File: src/rtl/sensor_pkg.sv
// Shared constants for the IR line-sensor path: channel indices and default timing.
package sensor_pkg;

  localparam int unsigned SENS_F = 2;
  localparam int unsigned SENS_L = 1;
  localparam int unsigned SENS_R = 0;
  localparam int unsigned SENS_N = 3;

  localparam int unsigned SAMPLE_DIV_DEF = 100;
  localparam int unsigned STABLE_CNT_DEF = 4;

endpackage

File: src/rtl/sensor_filter_ch.sv
// Single-channel debounce: consecutive-sample stability counter plus filtered output flop.
module sensor_filter_ch #(
  parameter int unsigned STABLE_CNT = 4
) (
  input  logic clk,
  input  logic reset,
  input  logic sample,
  input  logic raw,
  output logic out,
  output logic flip
);

  localparam int unsigned CntW = $clog2(STABLE_CNT) + 1;
  localparam logic [CntW-1:0] CntMax = CntW'(STABLE_CNT - 1);

  logic [CntW-1:0] cnt_q, cnt_d;
  logic            out_q, out_d;

  always_comb begin
    cnt_d = cnt_q;
    out_d = out_q;
    flip  = 1'b0;
    if (sample) begin
      if (raw == out_q) begin
        // Any agreeing sample discards partial progress.
        cnt_d = '0;
      end else if (cnt_q == CntMax) begin
        out_d = raw;
        cnt_d = '0;
        flip  = 1'b1;
      end else begin
        cnt_d = cnt_q + 1'b1;
      end
    end
  end

  always_ff @(posedge clk) begin
    if (reset) begin
      cnt_q <= '0;
      out_q <= 1'b0;
    end else begin
      cnt_q <= cnt_d;
      out_q <= out_d;
    end
  end

  assign out = out_q;

endmodule

File: src/rtl/sensor_debounce.sv
// Sensor conditioning top: sample prescaler, per-channel debounce and change strobe.
// Define SENSOR_SYNC_EN to insert a 2-flop input synchronizer ahead of the filters.
module sensor_debounce
  import sensor_pkg::*;
#(
  parameter int unsigned SAMPLE_DIV = SAMPLE_DIV_DEF,
  parameter int unsigned STABLE_CNT = STABLE_CNT_DEF,
  parameter int unsigned CNT_W      = 7
) (
  input  logic              clk,
  input  logic              reset,
  input  logic              en,
  input  logic [SENS_N-1:0] raw_sensors,
  output logic [SENS_N-1:0] sensors_out,
  output logic              changed,
  output logic              sample_tick
);

  localparam logic [CNT_W-1:0] PrescMax = CNT_W'(SAMPLE_DIV - 1);

  logic [CNT_W-1:0]  presc_q, presc_d;
  logic              tick_q, tick_d;
  logic              changed_q, changed_d;
  logic              sample;
  logic [SENS_N-1:0] filt_raw;
  logic [SENS_N-1:0] flip;

`ifdef SENSOR_SYNC_EN
  logic [SENS_N-1:0] sync1_q, sync2_q;

  // Synchronizer keeps running while en is low so no stale level is held.
  always_ff @(posedge clk) begin
    if (reset) begin
      sync1_q <= '0;
      sync2_q <= '0;
    end else begin
      sync1_q <= raw_sensors;
      sync2_q <= sync1_q;
    end
  end

  assign filt_raw = sync2_q;
`else
  assign filt_raw = raw_sensors;
`endif

  assign sample = en && (presc_q == PrescMax);

  always_comb begin
    presc_d   = presc_q;
    tick_d    = 1'b0;
    changed_d = 1'b0;
    if (en) begin
      presc_d   = sample ? '0 : presc_q + 1'b1;
      tick_d    = sample;
      changed_d = |flip;
    end
  end

  always_ff @(posedge clk) begin
    if (reset) begin
      presc_q   <= '0;
      tick_q    <= 1'b0;
      changed_q <= 1'b0;
    end else begin
      presc_q   <= presc_d;
      tick_q    <= tick_d;
      changed_q <= changed_d;
    end
  end

  for (genvar i = 0; i < SENS_N; i++) begin : g_ch
    sensor_filter_ch #(
      .STABLE_CNT(STABLE_CNT)
    ) u_filter (
      .clk   (clk),
      .reset (reset),
      .sample(sample),
      .raw   (filt_raw[i]),
      .out   (sensors_out[i]),
      .flip  (flip[i])
    );
  end

  assign changed     = changed_q;
  assign sample_tick = tick_q;

endmodule

File: config.mk
export PLATFORM = sky130hd
export DESIGN_NAME = sensor_debounce
export DESIGN_NICKNAME = d
export VERILOG_FILES = /design/src/rtl/sensor_pkg.sv /design/src/rtl/sensor_filter_ch.sv /design/src/rtl/sensor_debounce.sv
export SDC_FILE = /design/constraint.sdc
export NUM_CORES = 1
export LEC_CHECK = 0
export ABC_AREA = 1
export CAP_MARGIN = 20
export CORE_UTILIZATION = 54
export DETAILED_ROUTE_END_ITERATION = 16
export GPL_TIMING_DRIVEN = 0
export PLACE_DENSITY = 0.85
export SETUP_SLACK_MARGIN = 0.02
export SYNTH_ARGS = -nofsm -noshare
export SYNTH_HDL_FRONTEND = slang
export SYNTH_HIERARCHICAL = 1
export SYNTH_SLANG_ARGS = --single-unit
File: constraint.sdc
create_clock -name clk -period 2.2 [get_ports clk]
set_input_delay 0.44 -clock clk [delete_from_list [all_inputs] [get_ports clk]]
set_output_delay 0.44 -clock clk [all_outputs]
set_load 0.03 [all_outputs]
# After elaboration in Yosys (flattened, before gate mapping)
# Index checks and enable logic that the tools add are counted.
[totals] regBits=21 wordCells=46 in_bits=6
[classes] eq_ne=7 add_sub_neg=4 reduce_logical=6 n_mux=16 bitwise_logic=4
[op_table] cell="3-bit 2-to-1 mux" count=6
[op_table] cell="3-bit by 1-bit adder with 3-bit output (second input constant)" count=3
[op_table] cell="3-bit by 2-bit == test with 1-bit output (second input constant)" count=3
[op_table] cell="1-bit 2-to-1 mux" count=9
[op_table] cell="3-bit AND reduction" count=3
[op_table] cell="7-bit by 1-bit adder with 7-bit output (second input constant)" count=1
[op_table] cell="7-bit == test (second input constant)" count=1
[op_table] cell="7-bit 2-to-1 mux" count=1
[op_table] cell="1-bit NOT" count=4
[op_table] cell="1-bit == test" count=3
[op_table] cell="3-bit OR reduction" count=1
[op_table] cell="2-bit OR reduction" count=1
[op_table] cell="1-bit logical AND" count=1

# Logic depth before layout (Yosys ltp)
[logic_depth] word_depth=5 ltp_mapped=9 mapped_depth_nobuf=9

# Cells and area by module
# Netlist, hierarchy kept.
[by_module_without_submodules] mod="sensor_filter_ch" seq_area_each_um2=80.1 area_per_inst_um2=209.0 cells_each=32 n_inst=3
[by_module_without_submodules] mod="sensor_debounce" seq_area_each_um2=180.2 area_per_inst_um2=459.2 cells_each=63 n_inst=1

# Worst setup path before layout
# Ideal clock, no wire load.
[synth_timing] path_type="register to register" from="reg presc_q[0]" to="reg g_ch[0].u_filter.cnt_q[0]" synth_period_minus_slack_ps=1593 slack_ps=607 required_ps=2081 stages_incl_launch_ff=9 arrival_ps=1473 setup_time_ps=119 path_cell_list="dfxtp_1 ha_1 inv_1 nor3_1 nand2_1 inv_1 inv_1 o21ai_0 a21oi_1"
[synth_via] elab_chain_len=2
[synth_lines] element="start: declaration" line="sensor_debounce.sv:21" source="logic [CNT_W-1:0] presc_q, presc_d;"
[synth_lines] element="start signal: assignment" line="sensor_debounce.sv:66" source="presc_q <= presc_d;"
[synth_lines] element="7-bit == test" line="sensor_debounce.sv:47" source="assign sample = en && (presc_q == PrescMax);"
[synth_lines] element="1-bit logical AND" line="sensor_debounce.sv:47"
[synth_lines] element="net sample" line="sensor_debounce.sv:24" source="logic sample;"
[synth_lines] element="end signal: assignment" line="sensor_filter_ch.sv:42" source="cnt_q <= cnt_d;"
[synth_lines] element="end: declaration" line="sensor_filter_ch.sv:16" source="logic [CntW-1:0] cnt_q, cnt_d;"
# The timed path passes the listed nets, and every way through them passes these cells.
# A chain may end at the register's enable or synchronous reset.

# Final worst setup path
[layout_timing] from="reg presc_q[0]" to="reg g_ch[2].u_filter.cnt_q[0]"
[layout_via] elab_chain_len=2
[layout_lines] element="7-bit == test" line="sensor_debounce.sv:47"
[layout_lines] element="1-bit logical AND" line="sensor_debounce.sv:47"
[layout_lines] element="net sample" line="sensor_debounce.sv:24"
[layout_lines] element="end signal: assignment" line="sensor_filter_ch.sv:42"
[layout_lines] element="end: declaration" line="sensor_filter_ch.sv:16"
# The timed path passes the listed nets, and every way through them passes these cells.

==> summary.md <==
| Metric | Value |
|---|---|
| Die height | 46.85 um |
| Fill cells | 179 |
| Final clock skew | 0.003999 ns |
| Worst r2r src | presc_q[0] |
| Register area share after synthesis | 38.71% |
| Setup TNS | 0 ns |
| Unrepaired setup endpoints after global routing | false |
| Yosys top cell area share | 38.71% |
| GRT Util Overall | 19.52% |
| Req. time, crit path | 2.41 ns |
| Worst-path clk slew | 0.12 ns |
| Final hold vios | 0 |
| Final setup fails | 0 |
| H-tree Lvls | 1 |
| Number of DRC markers in iteration 0 | 9 |
| CTS tree | yes |
| Number of I/O port buffers | 9 |
| Largest family of logic cells by synthesized area | simple AND/OR/NAND/NOR gates |
| DRT Wirelength | 1984 um |
| Clock Tree Root | clkbuf_4 |
| Pleak | 0.4997 nW |
| DR vias | 963 |
| Fin. max-slew vios | 0 |
| N_diodes | 0 |
| Warnings from Yosys | 6 |
| Clock net sink count | 21 |
| Max-Cap Viols | 0 |
| Layout cells sized above 1 | 8.140% |
| Worst hold slack | 0.3338 ns |
| Avg Vias per Cell | 4.888 |
| Post-CTS setup buffer count | 0 |
| Initial antenna violation count | 0 |
| Register bit total from synthesis | 21 |
| Syn nets | 169 |
| HP Start | en |
| ANT nets after route | 0 |
| Distinct cells, synth | 20 |
| Cts repair resizes | 0 |
| Post-synth top area cell | dfxtp_1 |
| R2R depth | 8 |
| GRT Residual Overflow | 0 |
| Row Count | 15 |
| Clk_lat worst skew | 0.30 ns |
| Mux contribution to synthesized area | 0% |
| Die area | 0.002194 mm^2 |
| Nets | 183 |
| PnR worst setup slack | 0.2363 ns |
| Worst-Margin Slew | 0.6652 ns |
| WHS Endpoint | presc_q[1] |
| CTS max path bufs | 2 |
| # hold bufs at CTS | 0 |
| Post-DR wirelength/cell | 10.07 um |
| Dpl hpwl | 1509 um |
| Largest net degree at the start of global routing | 23 |
| Synthesized instance count | 159 |
| Pre-CTS setup slack | 0.2669 ns |
| Min-Delay Path Class | primary input to flop |
| Pwr Density | 501.1 mW/mm^2 |
| DRT Pass-1 Iters | 3 |
| Adder-Cell Fraction of Synth Area | 4.608% |
| CP endpoint kind | flop |
| Cell Area, Synth | 0.001086 mm^2 |
| FMAX | 0.5093 GHz |
| Critical path startpoint category | flop |
| Average cell area after synthesis | 6.830 um^2 |
| Arrival @ worst endpoint | 2.17 ns |
| R2r setup slk | 0.24 ns |
| Placer congestion estimate | 0.8365 |
| Final worst-path cycle share | 89.26% |
| Critical path peak fanout | 22 |
| FF-to-FF End | g_ch[2].u_filter/cnt_q[0] |
| Tmin final | 1.964 ns |
| Initial core utilization | 60.28% |
| Synth Area in Simple Gates | 33.53% |
| Global-route wire length before repair | 3091 um |
| Kind of critical path | flop to flop |
| Hold depth | 2 |
| Vias in the first global route | 812 |
| DRC violations left | 0 |
| XOR/XNOR Fraction of Synth Area | 2.419% |
| Status | complete, no violations |
| Layout area overhead | 13.71% |
| CTS Buf Count | 3 |
| Worst VDD drop | 0.4715 mV |
| Die Wd | 46.85 um |
| Area contributors post-synth | dfxtp_1 39%, nand2_1 12%, inv_1 11% |
| Synth Area in Compound Gates | 8.641% |
| Rel. slew slack | 55.61% |
| Io pins | 11 |
| CORE AREA | 0.001802 mm^2 |
==> cells in the final DEF (no fill, tap or decap), drive strengths merged, types with 4 or more instances in the layout <==
cell type,n
nand2,40
inv,32
dfxtp,21
nor2,20
nand3,12
a21oi,11
clkdlybuf4s50,9
o21ai,4
ha,4
nor3,4
==> kinds of logic (layout without fill, tap and decap cells) <==
logic type | Yosys count | in the layout
simple gates | 80 | 80
buf+inv | 33 | 46
flops | 21 | 21
compound gates | 18 | 18
fa+ha+maj | 4 | 4
xor+xnor | 3 | 3
==> power breakdown <==
group          total [W]  leakage (nW)  switching (W)  internal, W
registers       0.000388         0.170     0.00000405     0.000384
clock network   0.000185        0.0177       0.000117    0.0000679
logic          0.0000458         0.312      0.0000263    0.0000195
total           0.000619         0.500       0.000148     0.000471
==> sequential cells by signal, summed over array words and instances, names as in the netlist <==
name                 cells
presc_q                  7
sample_tick              1
changed                  1
g_ch.u_filter/cnt_q      9
g_ch.u_filter/out        3
==> worst max path at each step <==
stage               startpoint                         to  slack [ns]  depth (start not counted)
floorplan           presc_q[0]  g_ch[0].u_filter/cnt_q[0]        0.61                          8
finish              presc_q[0]  g_ch[2].u_filter/cnt_q[0]        0.24                          8
CTS                 presc_q[0]  g_ch[2].u_filter/cnt_q[0]        0.23                          8
global route        presc_q[0]                    changed        0.09                          9
global placement    presc_q[0]  g_ch[0].u_filter/cnt_q[0]        0.40                          8
detailed placement  presc_q[0]  g_ch[2].u_filter/cnt_q[0]        0.27                          8
==> through the flow <==
step | util [%] | cell area, um^2 | instances | power (W)
floorplan | - | 1086 | 159 | 0.0004245
global placement | 67.01 | 1207 | 193 | 0.0004394
detailed placement | 67.01 | 1207 | 193 | 0.0004422
CTS | 68.54 | 1235 | 197 | 0.0006263
global route | 68.54 | 1235 | 197 | 0.0006469
finish | 68.54 | 1235 | 197 | 0.0006189
==> routing by layer <==
| layer | routed length, um | part of all wire [%] | GRT usage [%] |
|---|---|---|---|
| met3 | 50 | 2.5 | 6.154 |
| met1 | 917 | 46 | 22.86 |
| met4 | 6 | 0.30 | 4.571 |
| met2 | 1010 | 51 | 34.72 |
| met5 | 0 | 0 | 0 |
==> area by class of cell <==
type                    count  area (um^2)  area share (%)
plain buffers               1        11.26          0.9119
inverters                  32        120.1           9.726
well taps                  25        31.28           2.533
clock inverters             1        5.005          0.4053
multi-input cells         105        534.3           43.26
repair buffers              9        90.09           7.295
clock buffers               3        22.52           1.824
flip-flops and latches     21        420.4           34.04
==> worst max-delay path, stage by stage (launching register included) <==
cell     delay, ns
dfxtp_1       0.40
ha_1          0.23
inv_1         0.06
nor3_1        0.13
nand2_1       0.14
inv_1         0.52
inv_1         0.13
o21ai_0       0.19
a21oi_1       0.05
==> cell usage after synthesis <==
| library cell | instances |
|---|---|
| nand3_2 | 1 |
| xnor2_1 | 1 |
| nand4_1 | 3 |
| ha_1 | 4 |
| buf_6 | 1 |
| nand3_1 | 11 |
| dfxtp_1 | 21 |
| nand2_1 | 35 |
| nor2_1 | 18 |
| xor2_1 | 2 |
| nor2_4 | 1 |
| a31oi_1 | 3 |
| o21ai_0 | 4 |
| nor3_2 | 1 |
| a21oi_1 | 11 |
| nand2_2 | 5 |
| nor3_1 | 3 |
| nor2_2 | 1 |
| inv_1 | 32 |
| nor3b_1 | 1 |
Note: power is estimated with default switching activity, not from simulation.
